==> config.mk <==
export PLATFORM = sky130hd
export DESIGN_NAME = reg_file
export DESIGN_NICKNAME = d
export VERILOG_FILES = /design/src/rtl/cpu_pkg.sv /design/src/rtl/reg_file.sv
export SDC_FILE = /design/constraint.sdc
export NUM_CORES = 2
export LEC_CHECK = 0
export CAP_MARGIN = 20
export CORE_MARGIN = 1.5
export CORE_UTILIZATION = 57
export CTS_CLUSTER_DIAMETER = 80
export DETAILED_ROUTE_END_ITERATION = 10
export PLACE_DENSITY_LB_ADDON = 0.1
export SKIP_LAST_GASP = 1
export SLEW_MARGIN = 20
export SYNTH_ARGS = -nofsm -noshare
export SYNTH_HDL_FRONTEND = slang
export SYNTH_SLANG_ARGS = --single-unit
==> constraint.sdc <==
create_clock -name clk -period 1.8 [get_ports clk]
set_clock_uncertainty 0.05 [all_clocks]
set_input_delay 0.18 -clock clk [delete_from_list [all_inputs] [get_ports clk]]
set_output_delay 0.18 -clock clk [all_outputs]
set_load 0.01 [all_outputs]
==> src/rtl/cpu_pkg.sv <==
// ============================================================================
// Module      : cpu_pkg
// Description : Shared RV32I core constants and types used by reg_file, alu
//               and the decoder.
// Revision    : 1.0 - initial release
// ============================================================================
`default_nettype none

package cpu_pkg;

    localparam int XLEN   = 32;
    localparam int REG_AW = 5;

    typedef logic [XLEN-1:0]   word_t;
    typedef logic [REG_AW-1:0] reg_addr_t;

    localparam reg_addr_t REG_ZERO = 5'd0;
    localparam reg_addr_t REG_RA   = 5'd1;
    localparam reg_addr_t REG_SP   = 5'd2;

    localparam word_t SP_INIT = 32'h0000_3FFC;

endpackage : cpu_pkg

`default_nettype wire

==> src/rtl/reg_file.sv <==
// ============================================================================
// Module      : reg_file
// Description : RV32I integer register file, 2 combinational read ports,
//               1 synchronous write port, committed-write counter.
//               Optional same-cycle write forwarding: define RF_BYPASS_EN.
// Revision    : 1.0 - initial release
// ============================================================================
`default_nettype none

module reg_file
    import cpu_pkg::*;
#(
    parameter int                        XLEN    = cpu_pkg::XLEN,
    parameter int                        NREG    = 32,
    parameter int                        AW      = cpu_pkg::REG_AW,
    parameter logic [cpu_pkg::XLEN-1:0]  SP_INIT = cpu_pkg::SP_INIT
) (
    input  logic            clk,
    input  logic            rst,
    input  logic [AW-1:0]   rs1_addr,
    input  logic [AW-1:0]   rs2_addr,
    output logic [XLEN-1:0] d1,
    output logic [XLEN-1:0] d2,
    input  logic            we,
    input  logic [AW-1:0]   rd_addr,
    input  logic [XLEN-1:0] wd,
    output logic [31:0]     wr_count
);

    if (AW != $clog2(NREG)) begin : g_aw_check
        $error("reg_file: AW must equal clog2(NREG)");
    end

    logic [XLEN-1:0] w_regs [NREG];
    logic            w_commit;
    logic [31:0]     r_wr_count;

    assign w_commit = we && (rd_addr != AW'(REG_ZERO));

    // x0 has no storage; it reads as constant zero
    assign w_regs[0] = '0;

    for (genvar i = 1; i < NREG; i++) begin : g_reg
        localparam logic [XLEN-1:0] c_rst_val = (i == int'(REG_SP)) ? SP_INIT : '0;
        logic [XLEN-1:0] r_q;

        always_ff @(posedge clk or negedge rst) begin
            if (!rst) begin
                r_q <= c_rst_val;
            end else if (w_commit && (rd_addr == AW'(i))) begin
                r_q <= wd;
            end
        end

        assign w_regs[i] = r_q;
    end

    always_ff @(posedge clk or negedge rst) begin
        if (!rst) begin
            r_wr_count <= '0;
        end else if (w_commit) begin
            r_wr_count <= r_wr_count + 32'd1;
        end
    end

    assign wr_count = r_wr_count;

`ifdef RF_BYPASS_EN
    logic w_fwd1;
    logic w_fwd2;

    // Forward write data to a reader of the same register in the write cycle
    assign w_fwd1 = rst && w_commit && (rs1_addr == rd_addr);
    assign w_fwd2 = rst && w_commit && (rs2_addr == rd_addr);

    assign d1 = w_fwd1 ? wd : w_regs[rs1_addr];
    assign d2 = w_fwd2 ? wd : w_regs[rs2_addr];
`else
    assign d1 = w_regs[rs1_addr];
    assign d2 = w_regs[rs2_addr];
`endif

    a_wr_ctrl_known : assert property (@(posedge clk) disable iff (!rst)
        !$isunknown({we, rd_addr}));

endmodule : reg_file

`default_nettype wire

==> out/results.tsv <==
stage	metric	value	unit
outcome	outcome	complete, but fails checks	
outcome	violations	negative setup slack	
drt	first_pass_iters	5	
global_route	grt_pass1_vias	41100	
synth	synth_xor_area_frac	0.00497	
setup_path	path_depth	6	
sta	period_needed	2.61	ns
setup_path	arrival	2.38	ns
synth	ys_seq_elements	1024	
clock_network	cts_root_buf	clkbuf_16	
clock_network	cts_max_path_buffers	3	
synth	synth-async-reset-ratio	1.00	
setup_path	path_max_fanout	3	
floorplan	fp.dieH	313	µm
sta	finalHoldViolations	0	
setup_path	slowest_stage	mux4_2	
synth	avgSynthCellArea	14.4	µm²
setup_path	worst-setup-path-type	flop to output port	
global_route	antenna_found_initial	2	
global_route	grt_max_degree	85	
clock_network	cts_buffers	110	
synth	synth_fa_ha_area_frac	0.000229	
place	port_buffers	145	
hold_path	hold_path_class	primary input to asynchronous set/reset pin	
sta	slew_headroom	0.551	
sta	tightest_slew	0.671	ns
power_and_ir_drop	peakVddDrop	0.809	mV
synth	netlist_instances	3789	
synth	syn_area	54600	µm²
sta	rsz0062_at_grt	yes	
drt	drc_errors	0	
synth	yosysWarningCount	0	
setup_path	path_buf_inv	2	
global_route	grt_first_pass_wirelength	266000	µm
synth	synth_top_family_by_area	multiplexers	
floorplan	ios	146	
clock_network	htree_levels	3	
setup_path	worstPathCellList	buf_4, mux4_2, a22o_1, o21ai_2, o21ai_2, buf_2	
floorplan	die_w	313	µm
clock_network	cts_sinks	1024	
floorplan	start_util	0.575	
clock_network	cts_tree	yes	
final_layout	nets	4332	
sta	min_period_over_period	1.45	
setup_path	r2r_cells	6	
synth	synth_compound_area_frac	0.0582	
sta	slew_viol_final	0	
synth	ys_seq_area_frac	0.469	
power_and_ir_drop	p_leak	30.0	nW
synth	synthFlopType	dfrtp_1	
synth	synth-edff-count	0	
floorplan	core	95000	µm²
floorplan	rows	113	
setup_path	timing.critical_path.mode_cell	o21ai_2	
drt	antenna_left	0	
clock_network	clk_latency	0.70	ns
setup_path	end_kind	output port	
sta	max_freq	0.383	GHz
setup_path	cp_top_family	compound AO/OA/AOI/OAI gates	
place	dp_hpwl	116000	µm
drt	wl_per_cell	31.1	µm
final_layout	syn2layout_area_growth	23.3	%
setup_path	max_stage_delay	0.46	ns
drt	via_count	38300	
synth	synth-simple-area-share	0.0209	
synth	synth.area.mux_share	0.412	
global_route	track_usage	0.365	
power_and_ir_drop	totalPowerFinal	0.0718	W
drt	vias_per_cell	6.78	
sta	setup_ws	-0.810	ns
drt	drtIter0Drc	3325	
sta	setup_viol	64	
final_layout	drive_gt1_frac	0.558	
floorplan	die-area	97700	µm²
global_route	overflow	0	
setup_path	crit_path_start_kind	flop	
power_and_ir_drop	power.density	1070	nW/µm²
final_layout	final_core_util	0.709	
setup_path	r2r_setup_slack	0.11	ns
drt	wirelength	176000	µm
place	place_congestion	0.906	
run	max_cap_violations	0	
clock_network	clk_pin_slew	0.06	ns
synth	ys_types	47	
setup_path	critical_path_required	1.57	ns
synth	syn-num-nets	3840	
cells in the mapped netlist (all sizes together), types with 8 or more instances:
cell type | count | area, µm²
a21oi | 33 | 165
a22o | 128 | 1120
a22oi | 63 | 473
buf | 201 | 1100
clkbuf | 204 | 767
dfrtp | 1012 | 25300
dfstp | 12 | 315
mux2 | 1089 | 12300
mux2i | 160 | 1600
mux4 | 384 | 8650
nand2 | 126 | 473
nand3 | 11 | 55.1
nand4 | 8 | 56.3
nor2 | 53 | 199
nor2b | 10 | 62.6
nor3 | 8 | 60.1
o21ai | 129 | 649
o221ai | 32 | 280
o22ai | 32 | 200
o31ai | 32 | 240
xnor2 | 25 | 219
path summary, 6_finish.rpt:
kind / from / to
max reg2reg: wr_count[3] / wr_count[29]
max: g_reg[31].r_q[0] / d2[0]
min: rst / g_reg[9].r_q[24]
min in group clk: wd[7] / g_reg[2].r_q[7]
max in group asynchronous: rst / g_reg[30].r_q[28]
min reg2reg: wr_count[31] / wr_count[31]
flip-flops by register name (all words and copies together), names as in the netlist:
name	flops
wr_count	32
g.r_q	992
metrics by stage:
stage | setup TNS (ns) | instances | setup slack, ns | instance area, µm² | hold WS (ns)
after detailed placement | -495.66 | 5418 | -1.08 | 62900 | 0.0545
after floorplan | -0.0264 | 3789 | -0.0257 | 54700 | -0.166
after global routing | -47.22 | 5641 | -0.845 | 67300 | 0.232
after global placement | -482.74 | 5418 | -1.07 | 62900 | 0.0543
after CTS | -45.94 | 5637 | -0.854 | 67100 | 0.175
final | -43.77 | 5642 | -0.810 | 67300 | 0.186
metal layers:
metal | track usage | vias up | share of wire
met4 | 0.166 | 0 | 0.049
met1 | 0.485 | 20400 | 0.39
li1 | - | 15600 | -
met2 | 0.582 | 1804 | 0.48
met3 | 0.0729 | 511 | 0.084
met5 | 0 | - | 0
logic make-up (layout without fill, tap and decap cells):
kind of cell / Yosys count / count (layout)
AOI/OAI and AO/OA: 451 / 451
other: 0 / 3
DFF: 1024 / 1024
xor gates and xnor gates: 31 / 31
adders and majority gates: 1 / 1
buffers and inverters: 406 / 991
muxes: 1633 / 1633
and+or+nand+nor: 243 / 243
placed cells by master (no fill, tap or decap), types with 23 or more instances in the layout:
cell,count
o221ai_1,31
mux4_2,384
clkbuf_16,114
nand2_2,23
nand2_1,103
dlygate4sd2_1,32
buf_12,177
a22oi_1,60
clkdlybuf4s50_1,38
clkbuf_1,23
dfrtp_1,1012
mux2i_1,158
mux2_2,976
buf_4,459
xnor2_1,25
o21ai_1,49
a22o_1,128
mux2_1,113
o22ai_1,32
nor2_1,38
buf_2,53
clkbuf_8,27
a21oi_1,33
o21ai_2,68
worst min-delay path, delay by kind of cell:
kind,cells,cell delay (ns)
buffers and inverters,3,1.07
power by group:
part	internal (W)	switching, W	total, W
logic	0.0100	0.00687	0.0169
registers	0.0275	0.00326	0.0308
clock network	0.0144	0.00970	0.0241
total	0.0520	0.0198	0.0718
timing repair:
action / 4_1_cts / 5_1_grt
setup buffers: 20 / 4
hold endpoints to repair: 1013 / 0
hold buffers: 2 / 0
setup endpoints to repair: 96 / 77
gates resized for setup: 442 / 57
pin swaps: 121 / 56
area by class of cell:
cell class	instances	area [µm²]
multi-input combinational	2359	28000
inverter	1	3.75
clock buffer	164	3310
fill	6318	27700
tap	1265	1580
sequential	1024	25600
timing repair buffer	785	8220
clock inverter	41	554
antenna	3	7.51
Note: power is estimated with default switching activity, not from simulation.
